File: src/rtl/mips_pkg.sv
// Shared MIPS core definitions.
// Datapath widths and MEM-stage FSM states.
package mips_pkg;
  localparam int DATA_W = 32;
  localparam int REG_W  = 5;

  typedef enum logic {
    IDLE = 1'b0,
    WAIT = 1'b1
  } mem_state_e;
endpackage

File: src/rtl/mem_wb_reg.sv
// MEM/WB pipeline register.
// A bubble clears the control bits and holds the data fields.
import mips_pkg::*;

module mem_wb_reg #(
  parameter int DATA_W = mips_pkg::DATA_W,
  parameter int REG_W  = mips_pkg::REG_W
) (
  input  logic              clk,
  input  logic              reset,
  input  logic              i_bubble,
  input  logic              i_ld_en,
  input  logic              i_reg_write,
  input  logic              i_mem_to_reg,
  input  logic [DATA_W-1:0] i_alu,
  input  logic [REG_W-1:0]  i_wreg,
  input  logic [DATA_W-1:0] i_rdata,
  output logic              o_reg_write,
  output logic              o_mem_to_reg,
  output logic [DATA_W-1:0] o_rdata,
  output logic [DATA_W-1:0] o_alu,
  output logic [REG_W-1:0]  o_wreg
);

  logic              r_reg_write;
  logic              r_mem_to_reg;
  logic [DATA_W-1:0] r_rdata;
  logic [DATA_W-1:0] r_alu;
  logic [REG_W-1:0]  r_wreg;

  always_ff @(posedge clk) begin
    if (reset) begin
      r_reg_write  <= 1'b0;
      r_mem_to_reg <= 1'b0;
      r_rdata      <= '0;
      r_alu        <= '0;
      r_wreg       <= '0;
    end else if (i_bubble) begin
      r_reg_write  <= 1'b0;
      r_mem_to_reg <= 1'b0;
    end else begin
      r_reg_write  <= i_reg_write;
      r_mem_to_reg <= i_mem_to_reg;
      r_alu        <= i_alu;
      r_wreg       <= i_wreg;
      if (i_ld_en)
        r_rdata <= i_rdata;
    end
  end

  assign o_reg_write  = r_reg_write;
  assign o_mem_to_reg = r_mem_to_reg;
  assign o_rdata      = r_rdata;
  assign o_alu        = r_alu;
  assign o_wreg       = r_wreg;

endmodule

File: src/rtl/mem_stage_ctrl.sv
// MEM-stage engine: req/ack handshake to data memory,
// stall generation, timeout/misalign error and MEM/WB register.
import mips_pkg::*;

module mem_stage_ctrl #(
  parameter int DATA_W  = mips_pkg::DATA_W,
  parameter int REG_W   = mips_pkg::REG_W,
  parameter int TIMEOUT = 255,
  parameter int TO_W    = 8
) (
  input  logic              clk,
  input  logic              reset,
  input  logic              RegWriteM,
  input  logic              MemtoRegM,
  input  logic              MemWriteM,
  input  logic [DATA_W-1:0] ALUOutM,
  input  logic [DATA_W-1:0] WriteDataM,
  input  logic [REG_W-1:0]  WriteRegM,
  output logic              mem_req,
  output logic              mem_we,
  output logic [DATA_W-1:0] mem_addr,
  output logic [DATA_W-1:0] mem_wdata,
  input  logic              mem_ack,
  input  logic [DATA_W-1:0] mem_rdata,
  output logic              StallM,
  output logic              RegWriteW,
  output logic              MemtoRegW,
  output logic [DATA_W-1:0] ReadDataW,
  output logic [DATA_W-1:0] ALUOutW,
  output logic [REG_W-1:0]  WriteRegW,
  output logic              mem_err
);

  mem_state_e r_state;
  mem_state_e w_state_nx;
  logic [TO_W-1:0] r_cnt;
  logic [TO_W-1:0] w_cnt_nx;
  logic r_err;

  logic w_memop;
  logic w_mis;
  logic w_req;
  logic w_hit;
  logic w_done;
  logic w_abort;
  logic w_stall;
  logic w_bubble;
  logic w_ld_en;

  assign w_memop = MemtoRegM | MemWriteM;
  assign w_mis   = w_memop & (ALUOutM[1:0] != 2'b00);
  assign w_req   = ~reset & ~w_mis & w_memop;
  assign w_hit   = (r_state == WAIT) &
                   (r_cnt == TO_W'(TIMEOUT - 1));
  assign w_done  = w_req & mem_ack;
  // ack in the last WAIT cycle still counts as completion
  assign w_abort = w_req & ~mem_ack & w_hit;
  assign w_stall = w_req & ~mem_ack & ~w_hit;

  assign w_bubble = w_stall | w_abort | w_mis;
  assign w_ld_en  = w_done & MemtoRegM;

  always_comb begin
    w_state_nx = r_state;
    w_cnt_nx   = r_cnt;
    unique case (r_state)
      IDLE: begin
        if (w_req && !mem_ack) begin
          w_state_nx = WAIT;
          w_cnt_nx   = '0;
        end
      end
      WAIT: begin
        if (!w_req || mem_ack || w_hit)
          w_state_nx = IDLE;
        else
          w_cnt_nx = r_cnt + 1'b1;
      end
      default: w_state_nx = IDLE;
    endcase
  end

  always_ff @(posedge clk) begin
    if (reset) begin
      r_state <= IDLE;
      r_cnt   <= '0;
      r_err   <= 1'b0;
    end else begin
      r_state <= w_state_nx;
      r_cnt   <= w_cnt_nx;
      if (w_abort || w_mis)
        r_err <= 1'b1;
    end
  end

  assign mem_req   = w_req;
  assign mem_we    = MemWriteM;
  assign mem_addr  = {ALUOutM[DATA_W-1:2], 2'b00};
  assign mem_wdata = WriteDataM;
  assign StallM    = w_stall;
  assign mem_err   = r_err;

  mem_wb_reg #(
    .DATA_W(DATA_W),
    .REG_W (REG_W)
  ) u_mem_wb (
    .clk         (clk),
    .reset       (reset),
    .i_bubble    (w_bubble),
    .i_ld_en     (w_ld_en),
    .i_reg_write (RegWriteM),
    .i_mem_to_reg(MemtoRegM),
    .i_alu       (ALUOutM),
    .i_wreg      (WriteRegM),
    .i_rdata     (mem_rdata),
    .o_reg_write (RegWriteW),
    .o_mem_to_reg(MemtoRegW),
    .o_rdata     (ReadDataW),
    .o_alu       (ALUOutW),
    .o_wreg      (WriteRegW)
  );

endmodule

File: config.mk
export PLATFORM = sky130hd
export DESIGN_NAME = mem_stage_ctrl
export DESIGN_NICKNAME = d
export VERILOG_FILES = /design/src/rtl/mips_pkg.sv /design/src/rtl/mem_wb_reg.sv /design/src/rtl/mem_stage_ctrl.sv
export SDC_FILE = /design/constraint.sdc
export NUM_CORES = 1
export LEC_CHECK = 0
export BUFFER_PORTS_ARGS = -buffer_cell sky130_fd_sc_hd__buf_2
export CORE_UTILIZATION = 30
export CTS_BUF_LIST = sky130_fd_sc_hd__clkbuf_8 sky130_fd_sc_hd__clkbuf_16
export DETAILED_ROUTE_END_ITERATION = 8
export HOLD_SLACK_MARGIN = 0.12
export PLACE_DENSITY_LB_ADDON = 0.1
export RECOVER_POWER = 25
export SLEW_MARGIN = 0
export SYNTH_ARGS = -nofsm -noshare
export SYNTH_HDL_FRONTEND = slang
export SYNTH_SLANG_ARGS = --single-unit
File: constraint.sdc
create_clock -name clk -period 1.6 [get_ports clk]
set_clock_uncertainty 0.05 [all_clocks]
set_input_delay 0.24 -clock clk [delete_from_list [all_inputs] [get_ports clk]]
set_output_delay 0.24 -clock clk [all_outputs]
set_load 0.02 [all_outputs]
==> metrics, run 1 <==
CTS H-tree lvls=3; Worst R2R Setup Slack=-0.01 ns; Synth cell types=29; Starting Density=31.3%; most frequent cells in the layout=buf_2, nand2_1, dfxtp_1; Buf+Inv Stages, Crit Path=1; area of the multi-input gates=1320 um^2; overall routing resource usage=16.0%; vias=3420; Net Sw Frac=23.7%; most common flop cell mapped by yosys=dfxtp_1; Finished Cell Area=5270 um^2; FF-to-FF Start=r_cnt[0]; total wire length=9.71 mm; HP Class=primary input to register; delay-heaviest family, CP=simple AND/OR/NAND/NOR gates; area delta synth->final=52.7%; RSZ-0062 raised after global routing=yes; worst skew pair latency=0.32 ns; failing checks=negative setup slack; Setup-failing EPs final=2; CP required=1.31 ns; clock sinks=81; Synth Warn #=0; clock tree buffer depth=2; Antenna Diode Count=0; Die Ht=109 um; P_leak=2.34 nW; top area cells in the synthesized netlist=dfxtp_1, nand2_1, buf_4; DR WL/cell=12.5 um; synthesized instance count=435; Sw Pwr=1.22 mW; first-pass GRT wire length=15.0 mm; register area share after synthesis=46.9%; Nets=745; PD cells=976 nW/um^2; final core utilization=47.8%; post-synth top area share=46.9%; Via-to-Cell Ratio=4.39; num rows=38; Peak VDD IR=0.467 mV; period utilization=101%; DRT antenna net count=0; Worst path slowest cell=dfxtp_2; asr flop ratio synth=0%; sequential share of power=41.2%; final worst path period need=1.62 ns; Placed Area=4230 um^2; leading area contributor after synthesis=dfxtp_1; pre-CTS setup slack=-0.114 ns; Crit Path Class=register to primary output; worst-margin pin slew=0.646 ns; clk root buf=clkbuf_16; fill cell count=1106; Max Fanout on Critical Path=2; CTS Buf Count=9; Worst-path clk slew=0.06 ns; largest net degree at the start of global routing=38; Final Worst Setup Slack=-0.0173 ns; setup TNS=-0.0233 ns; max-cap violations=0; CTS tree=yes; DIE AREA=11900 um^2; num ports=246; #FFs+latches synth=81; Core Area=11000 um^2; commonest non-fill, non-tap cell in the layout=buf_2; CP arrival=1.33 ns; Clk pwr share=44.5%; Overflow after GRT=0; hold path endpoint=u_mem_wb.o_alu[26]; Final Max Slew Viols=0; starting DRC count in detailed routing=129; PnR Total Power=5.15 mW; Max stage delay on crit path=0.36 ns; drt first pass iters=5; die width=109 um; Most common cell on crit path=nor2_4; Crit. End Element=primary output; P_int=3.93 mW; Crit Reg-Reg Endpoint=r_cnt[3]; CP Launch Type=register; DRC Markers=0; Synth Cell Area=3450 um^2; Final Hold Fails=0; status=finished, violations left; crit-path cells=ha_4, nand4_1, nor2_4, nor2_4, buf_6; Routability Congestion=0.715; Hold Path Cell Cnt=3; Avg Cell Area, Syn=7.94 um^2; FF+latch area=1620 um^2; Post-synth EDFFs=0; layout cells sized above 1=35.4%; r2r worst-path depth=7; initial antenna violation count=0; Highest Clock Rate=0.618 GHz; Combinational Power Share=14.3%; Slew headroom=56.9%; hold_sp=ALUOutM[26]; Port Buffers=179; HPWL after DPL=6.25 mm; vias in the first global route=3235
[metal layers]
| metal | track usage [%] | routed length (um) | vias up |
|---|---|---|---|
| met4 | 5.90 | 143 | 0 |
| li1 | - | - | 1750 |
| met3 | 4.92 | 712 | 18 |
| met1 | 18.5 | 4030 | 1533 |
| met2 | 27.8 | 4830 | 119 |
| met5 | 0 | 0 | - |
[power by group through the flow]
stage                     logic, mW  registers, mW  clock network [mW]
after floorplan               0.407           2.25                   0
after global placement        0.618           2.16                   0
after detailed placement      0.623           2.17                   0
after CTS                     0.743           2.12                2.37
after global routing          0.806           2.13                2.44
final                         0.735           2.12                2.29
[what timing repair did]
item / 4_1_cts / 5_1_grt
cloned: 0 / 0
gates resized for setup: 9 / 12
hold buffers: 63 / 0
setup buffers: 4 / 1
endpoints found under the hold margin: 63 / 0
pin swaps: 8 / 6
setup endpoints to repair: 7 / 9
[cells by family after synthesis]
group / Yosys count / synth area share [%]
AND/OR/NAND/NOR: 170 / 20.5
other: 1 / 0.109
AO/OA/AOI/OAI: 85 / 13.4
flip-flops: 81 / 46.9
multiplexers: 3 / 0.869
buffers and inverters: 93 / 17.5
adder cells (fa/ha/maj): 2 / 0.724
[synth_stat cells (2+ instances only)]
cell type    n
nand2_1    142
dfxtp_1     81
mux2i_1      3
buf_1        2
nand3_1      5
clkbuf_1    13
ha_1         2
o31ai_1      3
nor4_2       2
nor2_1       5
nand2b_1     4
a21oi_1     76
inv_1        5
nand4_1      2
buf_2        8
buf_4       65
or4_1        4
nor3_1       2
[worst max-delay path by stage]
stage,to,slack (ns),cells after the start,start
2_1_floorplan,r_cnt[1],0.07,7,r_cnt[0]
3_3_place_gp,StallM,-0.06,6,r_cnt[0]
3_5_place_dp,StallM,-0.11,6,r_cnt[0]
4_1_cts,StallM,-0.05,6,r_cnt[0]
5_1_grt,StallM,-0.08,6,r_cnt[0]
6_report,StallM,-0.02,5,r_cnt[1]
[through the flow]
step,hold slack (ns),cells
finish,0.130,779
detailed placement,0.392,698
global placement,0.386,698
global route,0.129,779
floorplan,0.326,436
CTS,0.121,779
[worst register-to-register path: stages (launching register included)]
cell	delay, ns
dfxtp_2	0.33
inv_2	0.04
ha_4	0.14
nand4_1	0.13
nor2_4	0.07
buf_6	0.15
or4_1	0.51
a21oi_1	0.13
[cell type report]
type                            instances  area share [%]
Clock buffer                            9            4.27
Clock inverter                          5            2.02
Inverter                                5           0.356
Multi-Input combinational cell        262            25.0
Sequential cell                        81            30.8
Tap cell                              140            3.32
Timing Repair Buffer                  277            34.2
Note: power is estimated with default switching activity, not from simulation.
==> inputs of run 2 (changes only) <==
--- a/config.mk
+++ b/config.mk
@@ -6,7 +6,7 @@
 export NUM_CORES = 1
 export LEC_CHECK = 0
 export BUFFER_PORTS_ARGS = -buffer_cell sky130_fd_sc_hd__buf_2
-export CORE_UTILIZATION = 30
+export CORE_UTILIZATION = 35
 export CTS_BUF_LIST = sky130_fd_sc_hd__clkbuf_8 sky130_fd_sc_hd__clkbuf_16
 export DETAILED_ROUTE_END_ITERATION = 8
 export HOLD_SLACK_MARGIN = 0.12
==> metrics, run 2 (synthesis gave the netlist of run 1 again) <==
die width=101 um (-7.3%); overall routing resource usage=18.8% (+2.8 points); starting DRC count in detailed routing=56 (-57%); status=finished, violations left; area delta synth->final=51.2%; num ports=246 (unchanged); crit-path cells=inv_2, ha_4, nand4_1, nor2_4, nor2_4, buf_6; Buf+Inv Stages, Crit Path=2 (+1); clock sinks=81 (unchanged); Setup-failing EPs final=4 (+2); clock tree buffer depth=2 (unchanged); Crit Path Class=register to primary output; Min Hold Slack=0.281 ns (+0.151 ns); Die Ht=101 um (-7.3%); commonest non-fill, non-tap cell in the layout=buf_2; vias=3527 (+3.1%); Hold Path Cell Cnt=4 (+1); worst-margin pin slew=0.650 ns (+0.00305 ns); CTS Buf Count=9 (unchanged); Starting Density=36.7% (+5.4 points); total wire length=9.92 mm (+2.1%); Nets=749 (+0.54%); DR WL/cell=12.8 um (+2.9%); Placed Area=4210 um^2 (-0.50%); Routability Congestion=0.773 (+8.1%); Max Fanout on Critical Path=2 (unchanged); Max stage delay on crit path=0.33 ns (-0.03 ns); Layout Cells excl Fill=773 (-0.77%); setup TNS=-0.123 ns (-0.100 ns); DRT antenna net count=0 (unchanged); DRC Markers=0 (unchanged); P_leak=2.36 nW (+0.88%); Final Worst Setup Slack=-0.0621 ns (-0.0448 ns); CP required=1.31 ns (about the same); Crit. End Element=primary output; CP arrival=1.37 ns (+0.04 ns); PnR Total Power=4.46 mW (-13%); r2r worst-path depth=7 (unchanged); Slew headroom=56.7% (-0.20 points); RSZ-0062 raised after global routing=yes; HPWL after DPL=6.12 mm (-2.0%); CTS H-tree lvls=3 (unchanged); first-pass GRT wire length=15.2 mm (+1.2%); Cells after DPL=686 (-1.7%); Finished Cell Area=5220 um^2 (-0.97%); Worst path slowest cell=dfxtp_2; Final Max Slew Viols=0 (unchanged); Highest Clock Rate=0.602 GHz (-2.7%); CTS tree=yes; Port Buffers=179 (unchanged); most frequent cells in the layout=buf_2, nand2_1, dfxtp_1; largest net degree at the start of global routing=37 (-2.6%); worst skew pair latency=0.34 ns (+0.02 ns); vias in the first global route=3403 (+5.2%); Most common cell on crit path=nor2_4; clk root buf=clkbuf_8; PD cells=854 nW/um^2 (-13%); delay-heaviest family, CP=simple AND/OR/NAND/NOR gates; drt first pass iters=4 (-1); Final Hold Fails=0 (unchanged); initial antenna violation count=0 (unchanged); DIE AREA=10300 um^2 (-14%); layout cells sized above 1=38.2% (+2.8 points); Via-to-Cell Ratio=4.56 (+3.9%); CP Launch Type=register; Overflow after GRT=0 (unchanged); period utilization=104% (+2.8 points); num rows=35 (-7.9%); Core Area=9420 um^2 (-15%); HP Class=primary input to register; failing checks=negative setup slack; Peak VDD IR=0.469 mV (+0.40%); Worst R2R Setup Slack=-0.04 ns (-0.03 ns); Antenna Diode Count=0 (unchanged); Worst-path clk slew=0.08 ns (+0.02 ns); critical path depth in cells=6 (+1); final worst path period need=1.66 ns (+0.0448 ns); max-cap violations=0 (unchanged)
run 2: cell count changes in the layout (fill, tap and decap cells not counted), moves of 2 or more:
cell,before,now
dlygate4sd3_1,63,68
a21oi_1,75,72
or4_1,4,1
o31ai_1,3,1
buf_4,28,26
clkbuf_1,18,5
clkbuf_8,0,9
or4_4,0,3
a21oi_2,1,4
clkbuf_2,1,3
buf_2,161,173
clkbuf_16,9,0
run 2: worst paths after layout:
check                     from           endpoint
max reg2reg           r_cnt[0]           r_cnt[3]
max                   r_cnt[0]             StallM
min                 ALUOutM[0]  u_mem_wb.o_alu[0]
min reg2reg  u_mem_wb.o_alu[9]  u_mem_wb.o_alu[9]
run 2: layout make-up:
cell class	instances	area, um^2
Tap cell	129	161
Sequential cell	81	1620
Fill cell	864	4190
Clock buffer	9	124
Multi-Input combinational cell	262	1360
Clock inverter	6	85.1
Inverter	5	18.8
Timing Repair Buffer	281	1850
run 2: per-layer routing:
metal | wire [um] | vias to the layer above | GRT usage [%] | share of wire [%]
met1 | 3890 | 1602 | 19.8 | 39
met3 | 739 | 22 | 5.73 | 7.5
met4 | 190 | 0 | 8.14 | 1.9
li1 | - | 1756 | - | -
met5 | 0 | - | 0 | 0
met2 | 5100 | 147 | 34.4 | 51
run 2: report_power, final:
group	internal (mW)	switching (mW)	total (mW)
sequential	2.09	0.0318	2.12
combinational	0.339	0.412	0.751
clock	0.865	0.726	1.59
total	3.29	1.17	4.46
run 2: repair_timing:
action,in CTS,in global routing
hold buffers,68,0
setup buffers,4,2
endpoints found under the hold margin,68,0
resized for setup,12,18
pin swaps,7,10
setup endpoints to repair,4,9
cloned,0,0
run 2: worst min-delay path, cell delays in order:
cell      delay (ns)
clkbuf_2        0.10
buf_4           0.16
nand2_1         0.06
a21oi_1         0.05
run 2: through the flow:
stage / setup slack (ns) / utilization [%]
global route: -0.124 / 55.5
finish: -0.0621 / 55.5
global placement: -0.0601 / 44.7
CTS: -0.0566 / 55.0
detailed placement: -0.0695 / 44.7
floorplan: 0.0666 / -
